<file path="config.mk">
export PLATFORM = sky130hd
export DESIGN_NAME = pipe_skid_reg
export DESIGN_NICKNAME = d
export VERILOG_FILES = /design/src/rtl/pipe_skid_reg_pkg.sv /design/src/rtl/pipe_skid_reg_reg_en_param.sv /design/src/rtl/pipe_skid_reg.sv
export SDC_FILE = /design/constraint.sdc
export NUM_CORES = 1
export LEC_CHECK = 0
export BUFFER_PORTS_ARGS = -buffer_cell sky130_fd_sc_hd__buf_4
export CAP_MARGIN = 0
export CORE_ASPECT_RATIO = 1.25
export CORE_MARGIN = 3
export CORE_UTILIZATION = 38
export CTS_BUF_LIST = sky130_fd_sc_hd__clkbuf_2 sky130_fd_sc_hd__clkbuf_4 sky130_fd_sc_hd__clkbuf_8
export CTS_CLUSTER_SIZE = 25
export DETAILED_ROUTE_END_ITERATION = 7
export GPL_TIMING_DRIVEN = 0
export PLACE_DENSITY = 0.58
export REMOVE_ABC_BUFFERS = 1
export SLEW_MARGIN = 20
export SYNTH_ARGS = -nofsm -noshare
export SYNTH_HDL_FRONTEND = slang
export SYNTH_SLANG_ARGS = --single-unit
</file>
<file path="constraint.sdc">
create_clock -name clk -period 2.97 [get_ports clk]
set_input_delay 0.594 -clock clk [delete_from_list [all_inputs] [get_ports clk]]
set_output_delay 0.594 -clock clk [all_outputs]
set_load 0.01 [all_outputs]
</file>
<file path="src/rtl/pipe_skid_reg_pkg.sv">
// Shared types and default constants for the skid-buffered pipeline register.
// The state encoding is fixed at 2 bits so it can be reused by any wrapper logic.
package pipe_skid_reg_pkg;

  typedef enum logic [1:0] {
    EMPTY = 2'd0,
    ONE   = 2'd1,
    TWO   = 2'd2
  } state_t;

  localparam int          DEF_WIDTH     = 16;
  localparam logic [15:0] DEF_RESET_VAL = 16'h0800;

endpackage

</file>
<file path="src/rtl/pipe_skid_reg_reg_en_param.sv">
// Plain enabled register with a synchronous active-high reset to a parameter value.
// Used for both the main and skid entries of pipe_skid_reg.
module reg_en_param
  import pipe_skid_reg_pkg::*;
#(
  parameter int               WIDTH     = DEF_WIDTH,
  parameter logic [WIDTH-1:0] RESET_VAL = '0
) (
  input  logic             clk,
  input  logic             rst,
  input  logic             en,
  input  logic [WIDTH-1:0] d,
  output logic [WIDTH-1:0] q
);

  always_ff @(posedge clk) begin
    if (rst) begin
      q <= RESET_VAL;
    end else if (en) begin
      q <= d;
    end
  end

endmodule

</file>
<file path="src/rtl/pipe_skid_reg.sv">
// Two-entry skid register: full throughput with in_ready decoded from state only,
// so there is no combinational path from out_ready back to in_ready.
module pipe_skid_reg
  import pipe_skid_reg_pkg::*;
#(
  parameter int               WIDTH     = DEF_WIDTH,
  parameter logic [WIDTH-1:0] RESET_VAL = WIDTH'(DEF_RESET_VAL)
) (
  input  logic             clk,
  input  logic             rst,
  input  logic             flush,
  input  logic             in_valid,
  output logic             in_ready,
  input  logic [WIDTH-1:0] in_data,
  output logic             out_valid,
  input  logic             out_ready,
  output logic [WIDTH-1:0] out_data
);

  state_t           state_p0;
  state_t           state_nxt;
  logic             in_fire;
  logic             out_fire;
  logic             main_en;
  logic             main_sel_skid;
  logic             skid_en;
  logic [WIDTH-1:0] main_d;
  logic [WIDTH-1:0] main_p0;
  logic [WIDTH-1:0] skid_p0;

  assign in_ready  = (state_p0 != TWO);
  assign out_valid = (state_p0 != EMPTY);
  assign out_data  = out_valid ? main_p0 : RESET_VAL;
  assign in_fire   = in_valid & in_ready;
  assign out_fire  = out_valid & out_ready;

  // Next-state and load selection; flush wins over every handshake
  always_comb begin
    state_nxt     = state_p0;
    main_en       = 1'b0;
    main_sel_skid = 1'b0;
    skid_en       = 1'b0;
    if (flush) begin
      state_nxt = EMPTY;
    end else begin
      case (state_p0)
        EMPTY: begin
          if (in_fire) begin
            main_en   = 1'b1;
            state_nxt = ONE;
          end
        end
        ONE: begin
          if (in_fire && out_fire) begin
            main_en = 1'b1;
          end else if (in_fire) begin
            skid_en   = 1'b1;
            state_nxt = TWO;
          end else if (out_fire) begin
            state_nxt = EMPTY;
          end
        end
        TWO: begin
          if (out_fire) begin
            main_en       = 1'b1;
            main_sel_skid = 1'b1;
            state_nxt     = ONE;
          end
        end
        default: state_nxt = EMPTY;
      endcase
    end
  end

  assign main_d = main_sel_skid ? skid_p0 : in_data;

  always_ff @(posedge clk) begin
    if (rst) begin
      state_p0 <= EMPTY;
    end else begin
      state_p0 <= state_nxt;
    end
  end

  // Entry storage: main is the head of the queue, skid catches the overflow entry
  reg_en_param #(.WIDTH(WIDTH), .RESET_VAL(RESET_VAL)) u_main (
    .clk (clk),
    .rst (rst),
    .en  (main_en),
    .d   (main_d),
    .q   (main_p0)
  );

  reg_en_param #(.WIDTH(WIDTH), .RESET_VAL(RESET_VAL)) u_skid (
    .clk (clk),
    .rst (rst),
    .en  (skid_en),
    .d   (in_data),
    .q   (skid_p0)
  );

endmodule

</file>
# Word level (Yosys, flattened, before mapping)
# Index checks and enable logic that the tools add are counted.
# word_totals
register_bits	34
input_bits	21
out_inout_bits	18
elab_cells	35
# classes
eq_ne	7
muxes	18
bitwise_logic	2
n_reduce_logical	5
# ops
op	count
$mux 16	2
$mux 2	5
$mux 1	9
$ne 2x2->1 const B	4
$pmux 2 s3	1
$reduce_and 4->1	1
$ne 3x3->1 const B	1
$pmux 1 s3	1
$and 1x1->1	2
$eq 2x1->1 const B	1
$eq 2x2->1 const B	1
$logic_not 2->1	1
$reduce_bool 2->1	1
$reduce_or 2->1	1
$logic_and 1x1->1	1

# Longest topological paths before layout
# Gate-level depths: netlist of run 1.
# depth
ltp_word	6
depth_mapped	6

# Modules after synthesis
# Synthesis of run 1 repeated with hierarchy kept, for this count alone.
# hier_totals
cells_unflattened	156
hier_area_um2	1611.5
# by_module_without_submodules
mod	instances	cells_per_inst	area_per_inst_um2
reg_en_param	2	52	581.8
pipe_skid_reg	1	52	447.9

# Least setup slack after synthesis of run 1
# No wires, ideal clock.
# synth_path
kind	reg2out
from	register state_p0[0]
to	output out_data[11]
t_arrival_ns	1.240
required_ns	2.376
setup_slack_ns	1.136
path_stages_with_launch	6
path_buffers	2
cell_sequence	dfxtp_1 -> buf_6 -> nor2_1 -> clkbuf_1 -> inv_1 -> nand2_1
# synth_via
elab_chain_len	2
# synth_lines
element	line_no	text
start, declared	pipe_skid_reg.sv:20	state_t state_p0;
start signal, assigned	pipe_skid_reg.sv:81	state_p0 <= state_nxt;
$reduce_bool 2->1	pipe_skid_reg.sv:32	assign out_valid = (state_p0 != EMPTY);
via out_valid	pipe_skid_reg.sv:15	output logic out_valid,
$mux 16	pipe_skid_reg.sv:33	assign out_data = out_valid ? main_p0 : RESET_VAL;
end, declared	pipe_skid_reg.sv:17	output logic [WIDTH-1:0] out_data
# The timed path passes the listed nets, and every way through them passes these cells.

# Worst setup path in the final report of run 1
# layout_path
from	input flush
to	register u_main.q[11]
# layout_via
elab_chain_len	2
word_cells_on_any_way	3
# layout_lines
element	line_no	text
start, declared	pipe_skid_reg.sv:11	input logic flush,
$mux 1	pipe_skid_reg.sv:43	if (flush) begin
$mux 16	pipe_skid_reg.sv:75	assign main_d = main_sel_skid ? skid_p0 : in_data;
end signal, assigned	pipe_skid_reg_reg_en_param.sv:18	q <= RESET_VAL;
end signal, assigned	pipe_skid_reg_reg_en_param.sv:20	q <= d;
end, declared	pipe_skid_reg_reg_en_param.sv:13	output logic [WIDTH-1:0] q
# Several ways; a longest one is shown, not always the timed one.
# A chain may end at the register's enable or synchronous reset.

==> results.json, run 1 <==
{
  "outcome": "completed",
  "path_clk_slew_ns": 0.06,
  "holdWs_ns": 0.478,
  "synth_seq_cells": 34,
  "post_cts_buffers": 0,
  "post_drt_wl_per_cell_um": 15.3,
  "numPortBuffers": 38,
  "min_to": "u_skid.q[1]$_SDFFE_PP0P_",
  "clk_path_buf_depth": 2,
  "timing.fmax_mhz": 452,
  "period_needed_ns": 2.21,
  "cts_resized": 0,
  "worstReg2RegEnd": "u_main.q[11]$_SDFFE_PP1P_",
  "die_area_mm2": 0.00535,
  "drt_wl_total_um": 4080,
  "hold_viol": 0,
  "fin_tns_setup_ns": 0,
  "crit_path_top_delay_cell": "and4bb_1",
  "grt_first_pass_wirelength_um": 6630,
  "grt_max_degree": 35,
  "yosysTopAreaCell": "dfxtp_1",
  "drcViolationCount": 0,
  "gp_congestion": 0.705,
  "core_region_area_mm2": 0.00420,
  "hpwl_um": 2680,
  "drt-met1-wl_um": 1560,
  "crit_type": "in -> reg",
  "n_antenna_cell": 0,
  "grt_pass1_vias": 1454,
  "die_x_um": 66.0,
  "hp-start": "u_skid.q[1]$_SDFFE_PP0P_",
  "fin_nets": 232,
  "powerDensity_mw_per_mm2": 467,
  "startpoint": "flush",
  "critical_path.max_fanout": 22,
  "n_fill_cell": 424,
  "dr_wl_met3_um": 241,
  "cpLargestDelayFamily": "simple AND/OR/NAND/NOR gates",
  "power.leakage_nw": 0.719,
  "period_share_pct": 74.5,
  "finalSetupViolations": 0,
  "ctsRootBufferMaster": "clkbuf_8",
  "cts_tree": "done",
  "grtUsageTotal_pct": 16.1,
  "worstReg2RegStart": "state_p0[1]$_SDFFE_PP0P_",
  "cts_made_buffers": 5,
  "critPathBufInv": 1,
  "clk_latency_ns": 0.28,
  "tightest_slew_ns": 0.992,
  "multi_input_area_um2": 908,
  "ys_seq_area_share_pct": 39.8,
  "start_util_pct": 40.8,
  "syn_inst": 185,
  "highest_layer": "met4",
  "cts_hold_buf": 0,
  "fin_skew_ns": 0.00625,
  "dr.pass1.iters": 4,
  "synth.distinct_cells": 29,
  "num_rows": 26,
  "holdCritPathClass": "reg -> reg",
  "postPlaceCellArea_mm2": 0.00196,
  "wl_met2_um": 2240,
  "synth.avg_cell_area_um2": 9.25,
  "path_cells": "buf_4, and4bb_1, mux2_4, a211o_1",
  "relSlewSlack_pct": 33.9,
  "synth.top_cell.area_share_pct": 39.8,
  "io_pins": 39,
  "slew_viol_final": 0,
  "clkSinkCount": 34,
  "synth_area_leaders": "dfxtp_1 (40%), a211oi_1 (14%), mux2i_1 (8.8%)",
  "grt_overflow": 0,
  "holdPathStages": 2,
  "critPathLaunchType": "primary input",
  "ir_worst_vdd_mv": 0.204,
  "rrSetupSlack_ns": 0.77,
  "h-tree-depth": 2,
  "area_growth_pct": 19.9,
  "rsz0062_at_grt": "false",
  "die_h_um": 81.0,
  "maxCapViolations": 0,
  "netlist_area_mm2": 0.00171,
  "vias_per_cell": 5.59,
  "yosysWarnings": 0,
  "antenna_found_initial": 0,
  "crit_required_ns": 3.13,
  "crit_path_end_kind": "flop",
  "reg2regPathDepth": 3,
  "fin_area_mm2": 0.00205,
  "timing.critical_path.arrival_ns": 2.38,
  "power_mw": 0.958,
  "ant_nets": 0,
  "vias": 1492,
  "drive_gt1_share_pct": 25.1,
  "drtIter0Drc": 42,
  "ff_latch_area_um2": 681,
  "max_stage_delay_ns": 0.96
}
==> worst max-delay path by stage <==
stage / to / slack (ns) / depth (start not counted)
6_report: u_main.q[11]$_SDFFE_PP1P_ / 0.76 / 4
3_3_place_gp: u_skid.q[12]$_SDFFE_PP0P_ / -0.20 / 4
3_5_place_dp: u_main.q[11]$_SDFFE_PP1P_ / 0.46 / 4
5_1_grt: out_data[11] / 0.59 / 4
4_1_cts: out_data[11] / 0.40 / 4
2_1_floorplan: u_skid.q[0]$_SDFFE_PP0P_ / 0.76 / 3
==> flip-flops by register name, indices dropped and copies added, names as in the netlist <==
name      count
u_skid.q     16
state_p0      2
u_main.q     16
==> cells by family (layout without fill, tap and decap cells) <==
| family | after synthesis | in the layout | share of synthesized area, % |
|---|---|---|---|
| AO/OA/AOI/OAI | 67 | 67 | 25.5 |
| AND/OR/NAND/NOR | 44 | 44 | 16.1 |
| flip-flops | 34 | 34 | 39.8 |
| multiplexers | 17 | 17 | 10.5 |
| buffers and inverters | 23 | 49 | 8.12 |
==> layout by cell type, fill, tap and decap left out, types with 3 or more instances in the layout <==
cell type	count
a21oi_1	15
a211oi_1	32
buf_4	38
dfxtp_1	34
inv_1	3
clkbuf_8	5
nor2b_1	15
mux2i_1	15
nand3_1	16
o21ai_0	16
==> final cells by class <==
| type | instances | share of cell area, % |
|---|---|---|
| inverters | 3 | 0.549 |
| multi-input cells | 128 | 44.3 |
| clock buffers | 7 | 4.09 |
| repair buffers | 39 | 14.5 |
| flip-flops and latches | 34 | 33.2 |
| well taps | 56 | 3.42 |
==> Yosys cell counts <==
cell       instances
nand4bb_1          1
and4bb_1           2
buf_6              4
mux2_4             2
a21oi_1           15
clkbuf_2           1
nand2b_1           1
a21o_1             1
a2111oi_0          1
a21o_4             1
a211o_1            1
nor4bb_1           1
buf_1              1
nand3_1           16
or3b_2             1
o21ai_0           16
mux2i_1           15
nand2_1            2
buf_12             1
inv_1              3
nor2_1             1
buf_2              4
nor2_2             1
nor2b_1           15
a211oi_1          32
nand3b_1           2
or2b_1             1
dfxtp_1           34
clkbuf_1           9
==> metrics by stage <==
stage	util [%]	std cells	setup WS (ns)
after detailed placement	46.8	260	0.464
after CTS	48.8	267	0.402
after floorplan	-	165	0.756
after global placement	46.2	259	-0.204
final	48.9	267	0.758
after global routing	48.9	267	0.595
==> report_power, final <==
group | leakage, nW | switching (mW) | internal [mW]
clock network | 0.0452 | 0.152 | 0.179
logic | 0.397 | 0.0734 | 0.0643
registers | 0.278 | 0.0102 | 0.478
==> metal layers <==
layer,GRT usage (%),vias up
met3,3.87,5
met5,0,-
li1,-,738
met1,16.3,711
met4,5.89,0
met2,31.3,38
==> worst min-delay path, cell delays in order (launching register included) <==
cell and delay (ns):
dfxtp_1 0.31, o21ai_0 0.06, a21oi_1 0.06
Note: power is estimated with default switching activity, not from simulation.
==> run 2, diff against run 1 <==
==> constraint.sdc (replaced) <==
create_clock -name clk -period 2.05 [get_ports clk]
set_input_delay 0.41 -clock clk [delete_from_list [all_inputs] [get_ports clk]]
set_output_delay 0.41 -clock clk [all_outputs]
set_load 0.01 [all_outputs]
==> results.json, run 2 (same netlist as run 1, synthesis figures left out) <==
{
  "die_area_mm2": 0.00535,
  "final_common_cell": "buf_4",
  "drcViolationCount": 0,
  "h-tree-depth": 2,
  "power_mw": 1.39,
  "grtUsageTotal_pct": 16.1,
  "fin_nets": 232,
  "numPortBuffers": 38,
  "io_pins": 39,
  "finalSetupViolations": 0,
  "drtIter0Drc": 46,
  "cpLargestDelayFamily": "simple AND/OR/NAND/NOR gates",
  "crit_path_end_kind": "flop",
  "busiest_layer": "met2",
  "cts_made_buffers": 5,
  "grt_max_degree": 35,
  "timing.critical_path.arrival_ns": 2.17,
  "drive_gt1_share_pct": 25.6,
  "clkSinkCount": 34,
  "ir_worst_vdd_mv": 0.295,
  "power.leakage_nw": 0.719,
  "powerDensity_mw_per_mm2": 677,
  "postLayoutCoreUtil_pct": 49.0,
  "ctsRootBufferMaster": "clkbuf_8",
  "ff_latch_area_um2": 681,
  "die_h_um": 81.0,
  "max_stage_delay_ns": 0.69,
  "vias": 1474,
  "gp_congestion": 0.705,
  "fin_area_mm2": 0.00206,
  "grt_overflow": 0,
  "hpwl_um": 2680,
  "antenna_found_initial": 0,
  "final_cell_mix": "buf_4 (38), dfxtp_1 (34), a211oi_1 (32), nand3_1 (16), o21ai_0 (16)",
  "crit_path_top_delay_cell": "and4bb_2",
  "die_x_um": 66.0,
  "top_regs": "u_main.q: 16 flops, u_skid.q: 16 flops, state_p0: 2 flops",
  "grt_use_met2_pct": 31.3,
  "use_met1_pct": 16.3,
  "ant_nets": 0,
  "hold_viol": 0,
  "core_region_area_mm2": 0.00420,
  "met3_usage_pct": 3.87,
  "critical_path.max_fanout": 16,
  "clk_path_buf_depth": 2,
  "n_antenna_cell": 0,
  "relSlewSlack_pct": 48.7,
  "num_rows": 26,
  "rsz0062_at_grt": "false",
  "path_clk_slew_ns": 0.07,
  "grt_pass1_vias": 1454,
  "dr.pass1.iters": 4,
  "grt_first_pass_wirelength_um": 6630,
  "multi_input_area_um2": 913,
  "postPlaceCellArea_mm2": 0.00196,
  "post_drt_wl_per_cell_um": 15.3,
  "clk_latency_ns": 0.28,
  "period_share_pct": 97.6,
  "maxCapViolations": 0,
  "cts_tree": "done",
  "n_fill_cell": 423,
  "tightest_slew_ns": 0.768,
  "timing.fmax_mhz": 500,
  "vias_per_cell": 5.52,
  "slew_viol_final": 0,
  "start_util_pct": 40.8,
  "holdCritPathClass": "in -> reg",
  "outcome": "completed",
  "critPathLaunchType": "flop",
  "fin_tns_setup_ns": 0,
  "period_needed_ns": 2.00,
  "drt_wl_total_um": 4080,
  "dp_slack_ns": -0.272,
  "path_cells": "and4bb_2, mux2_4, a211o_1",
  "critPathBufInv": 0,
  "fin_skew_ns": 0.00719,
  "crit_type": "reg -> reg",
  "crit_required_ns": 2.22,
  "area_growth_pct": 20.2,
  "fin_ws_ns": 0.0487
}
[run 2: report_power, final]
part	switching (mW)	internal (mW)	total [mW]
clock	0.224	0.260	0.484
sequential	0.0153	0.693	0.708
combinational	0.106	0.0936	0.200
total	0.346	1.05	1.39
[run 2: stage by stage]
stage	hold WS [ns]	cells
3_3_place_gp	0.459	259
5_1_grt	0.389	267
2_1_floorplan	0.447	165
6_report	0.367	267
4_1_cts	0.368	267
3_5_place_dp	0.470	260
[run 2: worst paths after layout]
path | depth (start not counted) | slack [ns] | start | end
worst min-delay path | 2 | 0.37 | out_ready | state_p0[1]$_SDFFE_PP0P_
worst max register to register | 3 | 0.05 | state_p0[1]$_SDFFE_PP0P_ | u_main.q[11]$_SDFFE_PP1P_
worst min register to register | 2 | 0.48 | u_skid.q[1]$_SDFFE_PP0P_ | u_skid.q[1]$_SDFFE_PP0P_
worst max-delay path | 3 | 0.05 | state_p0[1]$_SDFFE_PP0P_ | u_main.q[11]$_SDFFE_PP1P_
[run 2: repair_timing]
item                                    in CTS  in global routing
resized for setup                            2                  1
cloned                                       0                  0
hold endpoints to repair                     0                  0
endpoints found under the setup margin      18                 17
buffers inserted                             0                  0
hold buffers                                 0                  0
pin swaps                                    0                  0
[run 2: final cells by class]
cell class | instances | area share [%]
multi-input cells | 128 | 44.4
well taps | 56 | 3.41
clock buffers | 7 | 4.08
flip-flops and latches | 34 | 33.1
inverters | 3 | 0.548
repair buffers | 39 | 14.4
[run 2: per-layer routing]
layer	vias up	wire length [um]
met5	-	0
met4	0	62
met3	7	163
met2	30	2190
met1	701	1660
li1	736	-
==> run 3, diff against run 2 <==
--- a/config.mk
+++ b/config.mk
@@ -10,7 +10,6 @@
 export CORE_ASPECT_RATIO = 1.25
 export CORE_MARGIN = 3
 export CORE_UTILIZATION = 38
-export CTS_BUF_LIST = sky130_fd_sc_hd__clkbuf_2 sky130_fd_sc_hd__clkbuf_4 sky130_fd_sc_hd__clkbuf_8
 export CTS_CLUSTER_SIZE = 25
 export DETAILED_ROUTE_END_ITERATION = 7
 export GPL_TIMING_DRIVEN = 0
==> results.json, run 3 (same netlist as run 1, synthesis figures left out) <==
{
  "drive_gt1_share_pct": 24.6,
  "powerDensity_mw_per_mm2": 664,
  "crit_type": "reg -> reg",
  "timing.critical_path.arrival_ns": 2.17,
  "vias_per_cell": 5.55,
  "area_growth_pct": 19.8,
  "max_stage_delay_ns": 0.69,
  "postLayoutCoreUtil_pct": 48.8,
  "cts_resized": 2,
  "drt_wl_total_um": 4080,
  "path_clk_slew_ns": 0.07,
  "grt_max_degree": 35,
  "use_met1_pct": 16.3,
  "power.leakage_nw": 0.712,
  "ctsRootBufferMaster": "clkbuf_8",
  "drtIter0Drc": 39,
  "numPortBuffers": 38,
  "period_share_pct": 97.7,
  "post_cts_buffers": 0,
  "h-tree-depth": 2,
  "gp_congestion": 0.705,
  "cts_made_buffers": 5,
  "grt_overflow": 0,
  "post_drt_wl_per_cell_um": 15.3,
  "maxCapViolations": 0,
  "ant_nets": 0,
  "grt_first_pass_wirelength_um": 6640,
  "crit_path_top_delay_cell": "and4bb_2",
  "timing.fmax_mhz": 499,
  "busiest_layer": "met2",
  "crit_required_ns": 2.21,
  "fin_skew_ns": 0.00703,
  "critical_path.max_fanout": 16,
  "vias": 1481,
  "die_x_um": 66.0,
  "clk_path_buf_depth": 2,
  "grtUsageTotal_pct": 16.1,
  "hpwl_um": 2680,
  "holdWs_ns": 0.379,
  "clkSinkCount": 34,
  "top_regs": "u_main.q: 16 flops, u_skid.q: 16 flops, state_p0: 2 flops",
  "n_fill_cell": 426,
  "rsz0062_at_grt": "false",
  "final_common_cell": "buf_4",
  "slew_viol_final": 0,
  "hold_viol": 0,
  "start_util_pct": 40.8,
  "crit_path_end_kind": "flop",
  "n_antenna_cell": 0,
  "num_rows": 26,
  "die_area_mm2": 0.00535,
  "grt_pass1_vias": 1453,
  "holdCritPathClass": "in -> reg",
  "drcViolationCount": 0,
  "met3_usage_pct": 3.87,
  "relSlewSlack_pct": 49.1,
  "fin_nets": 232,
  "io_pins": 39,
  "grt_use_met2_pct": 31.3,
  "core_region_area_mm2": 0.00420,
  "path_cells": "and4bb_2, mux2_4, a211o_1",
  "finalSetupViolations": 0,
  "final_cell_mix": "buf_4 (38), dfxtp_1 (34), a211oi_1 (32), nand3_1 (16), o21ai_0 (16)",
  "dr.pass1.iters": 4,
  "period_needed_ns": 2.00,
  "die_h_um": 81.0,
  "cts_hold_buf": 0,
  "outcome": "completed",
  "critPathLaunchType": "flop",
  "ir_worst_vdd_mv": 0.294,
  "clk_latency_ns": 0.28,
  "antenna_found_initial": 0,
  "cts_tree": "done",
  "tightest_slew_ns": 0.762
}
[run 3: cell counts in the layout (fill, tap and decap cells not counted)]
No cell type changed its count.
[run 3: layout make-up]
cell class | instances | area [um2] | share of cell area [%]
Inverter | 3 | 11.3 | 0.550
Multi-Input combinational cell | 128 | 913 | 44.6
Sequential cell | 34 | 681 | 33.2
Timing Repair Buffer | 39 | 297 | 14.5
Tap cell | 56 | 70.1 | 3.42
Clock buffer | 7 | 76.3 | 3.73
[run 3: layer usage]
metal	routed length (um)	up-vias	share of wire, %
li1	-	735	-
met1	1660	710	41
met2	2210	31	54
met3	171	5	4.2
met4	44	0	1.1
met5	0	-	0
[run 3: metrics by stage]
stage / instance area, um2 / power [mW] / setup slack (ns) / cells / TNS [ns]
final: 2050 / 1.36 / 0.0477 / 267 / 0
after global routing: 2050 / 1.44 / 0.00615 / 267 / 0
after floorplan: 1580 / 0.825 / 0.0197 / 165 / 0
after detailed placement: 1960 / 0.922 / -0.272 / 260 / -0.694
after CTS: 2040 / 1.38 / 0.00631 / 267 / 0
after global placement: 1940 / 0.913 / -0.940 / 259 / -15.33
[run 3: worst paths after layout]
path	from	endpoint	slack [ns]	cells past startpoint
max reg2reg	state_p0[1]$_SDFFE_PP0P_	u_main.q[11]$_SDFFE_PP1P_	0.05	3
min reg2reg	u_skid.q[10]$_SDFFE_PP0P_	u_skid.q[10]$_SDFFE_PP0P_	0.48	2
min	out_ready	state_p0[1]$_SDFFE_PP0P_	0.38	2
max	state_p0[1]$_SDFFE_PP0P_	u_main.q[11]$_SDFFE_PP1P_	0.05	3
[run 3: worst max-delay path: cells and delay by family (launching register included)]
| kind | cells | cell delay [ns] |
|---|---|---|
| muxes | 1 | 0.34 |
| DFF | 1 | 0.57 |
| and+or+nand+nor | 1 | 0.69 |
| AOI/OAI and AO/OA | 1 | 0.28 |
[run 3: power by group]
group | total (mW) | internal (mW) | switching [mW] | leakage (nW)
sequential | 0.708 | 0.693 | 0.0154 | 0.278
clock | 0.452 | 0.234 | 0.218 | 0.0383
combinational | 0.200 | 0.0936 | 0.106 | 0.396
total | 1.36 | 1.02 | 0.340 | 0.712
